==> src/rtl/coef_collector.sv <==
// Packs one subgraph's per-edge coefficients into a wide softmax word and counts subgraphs per layer.
// Optional running-max output enabled by defining COEF_COLLECT_MAX_EN.
//   state     | meaning
//   S_IDLE    | wait for a node count; pop it and latch the (saturated) count
//   S_COLLECT | pop coefficients into consecutive slots until count reached
//   S_WRITE   | present packed word; write when softmax FIFO not full
module coef_collector #(
  parameter int DATA_WIDTH     = 8,
  parameter int MAX_NODES      = 168,
  parameter int NUM_SUBGRAPHS  = 2708,
  parameter int NUM_NODE_WIDTH = $clog2(MAX_NODES),
  parameter int SOFTMAX_WIDTH  = MAX_NODES*DATA_WIDTH+NUM_NODE_WIDTH
) (
  input  logic                      clk,
  input  logic                      rst_n,
  input  logic [DATA_WIDTH-1:0]     coef_ff_dout,
  input  logic                      coef_ff_empty,
  output logic                      coef_ff_rd_vld,
  input  logic [NUM_NODE_WIDTH-1:0] nn_ff_dout,
  input  logic                      nn_ff_empty,
  output logic                      nn_ff_rd_vld,
  output logic [SOFTMAX_WIDTH-1:0]  sm_ff_din,
  input  logic                      sm_ff_full,
  output logic                      sm_ff_wr_vld,
`ifdef COEF_COLLECT_MAX_EN
  output logic [DATA_WIDTH-1:0]     coef_max_o,
  output logic                      coef_max_vld_o,
`endif
  output logic                      collect_done_o,
  output logic                      nn_err_o
);

  localparam int SUB_W = $clog2(NUM_SUBGRAPHS+1);

  typedef enum logic [1:0] {S_IDLE, S_COLLECT, S_WRITE} state_e;

  state_e                    state_q;
  logic [NUM_NODE_WIDTH-1:0] num_node_q;
  logic [NUM_NODE_WIDTH-1:0] idx_q;
  logic [SOFTMAX_WIDTH-1:0]  pack_q;
  logic [SOFTMAX_WIDTH-1:0]  pack_ins;
  logic [SUB_W-1:0]          sub_cnt_q;
  logic                      done_q;
  logic                      err_q;
  logic                      nn_over;
  logic [NUM_NODE_WIDTH-1:0] nn_sat;

  // Gating with rst_n keeps the pop strobe low while reset is held.
  assign nn_ff_rd_vld   = rst_n && (state_q == S_IDLE) && !nn_ff_empty && !done_q;
  assign coef_ff_rd_vld = (state_q == S_COLLECT) && !coef_ff_empty;
  assign sm_ff_wr_vld   = (state_q == S_WRITE) && !sm_ff_full;

  assign nn_over = nn_ff_dout > NUM_NODE_WIDTH'(MAX_NODES);
  assign nn_sat  = nn_over ? NUM_NODE_WIDTH'(MAX_NODES) : nn_ff_dout;

  assign sm_ff_din      = pack_q;
  assign collect_done_o = done_q;
  assign nn_err_o       = err_q;

  // Slot 0 sits at the MSB; decode the slot index against constant positions.
  always_comb begin
    pack_ins = pack_q;
    for (int j = 0; j < MAX_NODES; j++) begin
      if (idx_q == NUM_NODE_WIDTH'(j)) begin
        pack_ins[SOFTMAX_WIDTH-1-j*DATA_WIDTH -: DATA_WIDTH] = coef_ff_dout;
      end
    end
  end

`ifdef COEF_COLLECT_MAX_EN
  logic [DATA_WIDTH-1:0] max_q;
  assign coef_max_o     = max_q;
  assign coef_max_vld_o = sm_ff_wr_vld;
`endif

  always_ff @(posedge clk or negedge rst_n) begin
    if (!rst_n) begin
      state_q    <= S_IDLE;
      num_node_q <= '0;
      idx_q      <= '0;
      pack_q     <= '0;
      sub_cnt_q  <= '0;
      done_q     <= 1'b0;
      err_q      <= 1'b0;
`ifdef COEF_COLLECT_MAX_EN
      max_q      <= '0;
`endif
    end else begin
      case (state_q)
        S_IDLE: begin
          if (nn_ff_rd_vld) begin
            num_node_q                   <= nn_sat;
            pack_q[NUM_NODE_WIDTH-1:0]   <= nn_sat;
            idx_q                        <= '0;
            if (nn_over) err_q <= 1'b1;
`ifdef COEF_COLLECT_MAX_EN
            max_q <= '0;
`endif
            state_q <= (nn_sat == '0) ? S_WRITE : S_COLLECT;
          end
        end
        S_COLLECT: begin
          if (coef_ff_rd_vld) begin
            pack_q <= pack_ins;
            idx_q  <= idx_q + 1'b1;
`ifdef COEF_COLLECT_MAX_EN
            if (coef_ff_dout > max_q) max_q <= coef_ff_dout;
`endif
            if ((idx_q + 1'b1) == num_node_q) state_q <= S_WRITE;
          end
        end
        S_WRITE: begin
          if (sm_ff_wr_vld) begin
            sub_cnt_q <= sub_cnt_q + 1'b1;
            if (sub_cnt_q == SUB_W'(NUM_SUBGRAPHS-1)) done_q <= 1'b1;
            pack_q  <= '0;
            idx_q   <= '0;
            state_q <= S_IDLE;
          end
        end
        default: state_q <= S_IDLE;
      endcase
    end
  end

endmodule

==> config.mk <==
export PLATFORM = sky130hd
export DESIGN_NAME = coef_collector
export DESIGN_NICKNAME = d
export VERILOG_FILES = /design/src/rtl/coef_collector.sv
export SDC_FILE = /design/constraint.sdc
export NUM_CORES = 2
export LEC_CHECK = 0
export BUFFER_PORTS_ARGS = -buffer_cell sky130_fd_sc_hd__buf_4
export CAP_MARGIN = 40
export CORE_AREA = 2 2 542 544
export DETAILED_ROUTE_END_ITERATION = 6
export DIE_AREA = 0 0 544 546
export GPL_TIMING_DRIVEN = 0
export HOLD_SLACK_MARGIN = 0.08
export PLACE_DENSITY = 0.31
export SETUP_SLACK_MARGIN = 0.4
export SYNTH_ARGS = -nofsm -noshare
export SYNTH_HDL_FRONTEND = slang
export SYNTH_SLANG_ARGS = --single-unit
==> constraint.sdc <==
create_clock -name clk -period 2.7 [get_ports clk]
set_clock_uncertainty 0.05 [all_clocks]
set_input_delay 0.27 -clock clk [delete_from_list [all_inputs] [get_ports clk]]
set_output_delay 0.27 -clock clk [all_outputs]
set_load 0.03 [all_outputs]
==> impl_metrics.py <==
metrics = {
    "yosys": {
        "synthCells": 3493,
        "synth_warnings": 0,
        "syn_avg_cell_area_sq_um": 15.39,
        "synth_area_leaders": "dfrtp_1 64%, mux2_2 27%, nand2_1 1.4%",
        "yosysTopAreaCellShare": 0.6443,
        "synthArstFlopShare": 1.000,
        "netlist-cell-type-count": 52,
        "syn_nets": 3519,
        "yosys.area.top_type": "dfrtp_1",
        "ys_seq_area_frac": 0.6443,
        "synth_area_sq_um": 53750,
        "synth_seq_cells": 1384,
        "synth_flop_cell": "dfrtp_1",
        "synth_edf_count": 0,
    },
    "worst_setup_path": {
        "crit_top_cell": "buf_8",
        "cpPeakStageDelay_ps": 530,
        "start_kind": "register",
        "worst-path-max-fanout": 4,
        "crit_path_cell_trace": "or4b_4 -> or2_4 -> buf_8 -> inv_4 -> buf_8",
        "cp_top_family": "simple AND/OR/NAND/NOR gates",
        "end_kind": "output port",
        "cp.buffers_inverters": 3,
        "cpMaxStageDelayCell": "or4b_4",
        "path_class": "register to output port",
        "cp.arrival_ps": 2320,
        "required_ps": 2380,
    },
    "routing": {
        "avgViaCountPerCell": 3.968,
        "totalWireLength_um": 291900,
        "num_vias": 37050,
        "first_pass_iters": 4,
        "drt-initial-drc-count": 1396,
        "wl_per_cell_um": 31.27,
        "antenna_left": 0,
        "drc": 0,
    },
    "grt": {
        "grt_max_degree": 155,
        "grtUsageTotal": 0.1904,
        "grt_overflow": 0,
        "antenna_found_initial": 35,
        "grt_pass1_vias": 38938,
        "grt_pass1_wl_um": 382200,
    },
    "place": {
        "routabilityCongestion": 0.7479,
        "dp_hpwl_um": 223500,
        "placed_cells": 8887,
        "port_buffers": 1377,
    },
    "clock_tree": {
        "cts_max_level": 4,
        "insertion_delay_ps": 860,
        "tritoncts": "done",
        "numCtsBuffers": 183,
        "path_clk_slew_ps": 60,
        "cts-root-buf": "clkbuf_16",
        "clk_path_buf_depth": 4,
        "clock_sinks": 1384,
    },
    "pwr": {
        "vdd_ir_drop_max_mv": 0.6222,
        "powerDensity_nw_per_um2": 1567,
        "p_leak_nw": 37.02,
    },
    "job": {
        "max-cap-violations": 0,
    },
    "outcome": {
        "outcome": "finished, final reports clean",
    },
    "final_layout": {
        "drive_gt1_frac": 0.6553,
        "fin_nets": 5300,
        "instances_no_fill": 9337,
        "fin_util": 0.2767,
        "n_fill_cell": 30267,
        "syn2layout_area_growth_pct": 50.35,
    },
    "die": {
        "die_h_um": 546,
        "start_util": 0.1840,
        "io_pins": 1378,
        "die_w_um": 544,
        "die-area_sq_um": 297000,
        "placement_rows": 199,
        "design.core.area_sq_um": 292100,
    },
    "timing": {
        "relSlewSlack": 0.2338,
        "tightest_slew_ps": 1149,
        "finalCriticalPeriod_ps": 2643,
        "rsz0062_at_grt": "yes",
        "max_freq_mhz": 378.3,
        "hold_viol": 0,
        "post-route-period-util": 0.9789,
        "finalSetupViolations": 0,
        "slew_viol_final": 0,
    },
    "hold_path": {
        "hp-class": "primary input to register",
    },
}
==> worst register-to-register path: cells and delay by family (launching register included) <==
family | cells | cell delay, ps
mux | 1 | 320
compound gates | 1 | 40
simple gates | 3 | 600
buf+inv | 6 | 950
flops | 1 | 420
==> flip-flops by register name (all words and copies together) (netlist names) <==
| name | flops |
|---|---|
| collect_done_o | 1 |
| state_q | 2 |
| num_node_q | 8 |
| idx_q | 8 |
| sub_cnt_q | 12 |
| nn_err_o | 1 |
| sm_ff_din | 1352 |
==> through the flow <==
step / setup slack, ps / TNS, ps / total power [W] / hold slack, ps / cell area [sq um]
after floorplan: 427.8 / 0 / 0.07047 / -75.59 / 53750
after global placement: -18540 / - / 0.09997 / 410.0 / 68990
after detailed placement: -1460 / -758760 / 0.1009 / 312.0 / 70780
after CTS: -54.06 / -54.06 / 0.1281 / -92.93 / 79750
after global routing: -48.81 / -48.81 / 0.1327 / 94.12 / 80800
final: 56.87 / 0 / 0.1266 / 127.3 / 80820
==> cells in the mapped netlist, drive strengths merged, types with 7 or more instances <==
cell and instances:
dfrtp 1384, mux2 1346, nand2 203, clkbuf 187
o21ai 130, a21oi 57, buf 29, nor2 22
and2 14, nand3 12, xnor2 12, nor3 11
nand2b 10, a22o 9, inv 9, xor2 7
==> worst paths after layout <==
kind,start,endpoint,slack [ps],cells after the start
worst max-delay path,state_q[0],nn_ff_rd_vld,60,5
worst min-delay path,nn_ff_empty,num_node_q[5],130,7
worst max register to register,state_q[1],sm_ff_din[296],210,11
worst min register to register,sub_cnt_q[11],sub_cnt_q[11],420,1
max in group asynchronous,rst_n,sm_ff_din[364],730,8
min in group asynchronous,rst_n,sm_ff_din[1035],150,3
==> cell usage in the layout, fill, tap and decap left out, types with 47 or more instances in the layout <==
cell	n
clkbuf_2	52
buf_4	1411
nand2_4	62
buf_16	47
nand2_1	72
dfrtp_1	1379
mux2_2	1282
clkbuf_16	207
nand2_2	62
o21ai_0	74
clkbuf_1	117
buf_12	55
==> cells by family after synthesis <==
| family | after synthesis | share of synthesized area |
|---|---|---|
| xor+xnor | 19 | 0.003096 |
| buf+inv | 225 | 0.01685 |
| simple gates | 297 | 0.02439 |
| mux | 1346 | 0.2820 |
| compound gates | 217 | 0.02823 |
| fa+ha+maj | 5 | 0.001164 |
| flops | 1384 | 0.6443 |
==> power by group <==
group	switching (W)	leakage, nW	internal [W]
Combinational	0.0406	17.2	0.0251
Sequential	0.00548	16.9	0.0310
Clock	0.0100	2.87	0.0144
==> what timing repair did <==
action,CTS,global route
pin swaps,35,14
gates resized for setup,508,216
cloned,5,9
hold endpoints to repair,777,160
hold buffers,38,2
setup endpoints to repair,1374,1644
setup buffers,46,20
==> layout make-up <==
cell class / count / area [sq um] / share of cell area
inverters: 9 / 48.80 / 0.0006038
flip-flops and latches: 1384 / 34640 / 0.4286
repair buffers: 1596 / 14160 / 0.1752
well taps: 3919 / 4903 / 0.06067
diodes: 13 / 32.53 / 0.0004025
clock buffers: 283 / 5431 / 0.06721
multi-input cells: 1884 / 19500 / 0.2413
clock inverters: 33 / 426.7 / 0.005279
plain buffers: 216 / 1673 / 0.02070
==> per-layer routing <==
layer,part of all wire,vias up,wire length (um),global-route usage
met5,0.00030,-,89,0
li1,-,15989,-,-
met3,0.091,328,26590,0.07538
met4,0.030,14,8714,0.05269
met1,0.39,19454,113800,0.2178
met2,0.49,1265,142700,0.3259
No activity file was read; power rests on OpenSTA's default activity.
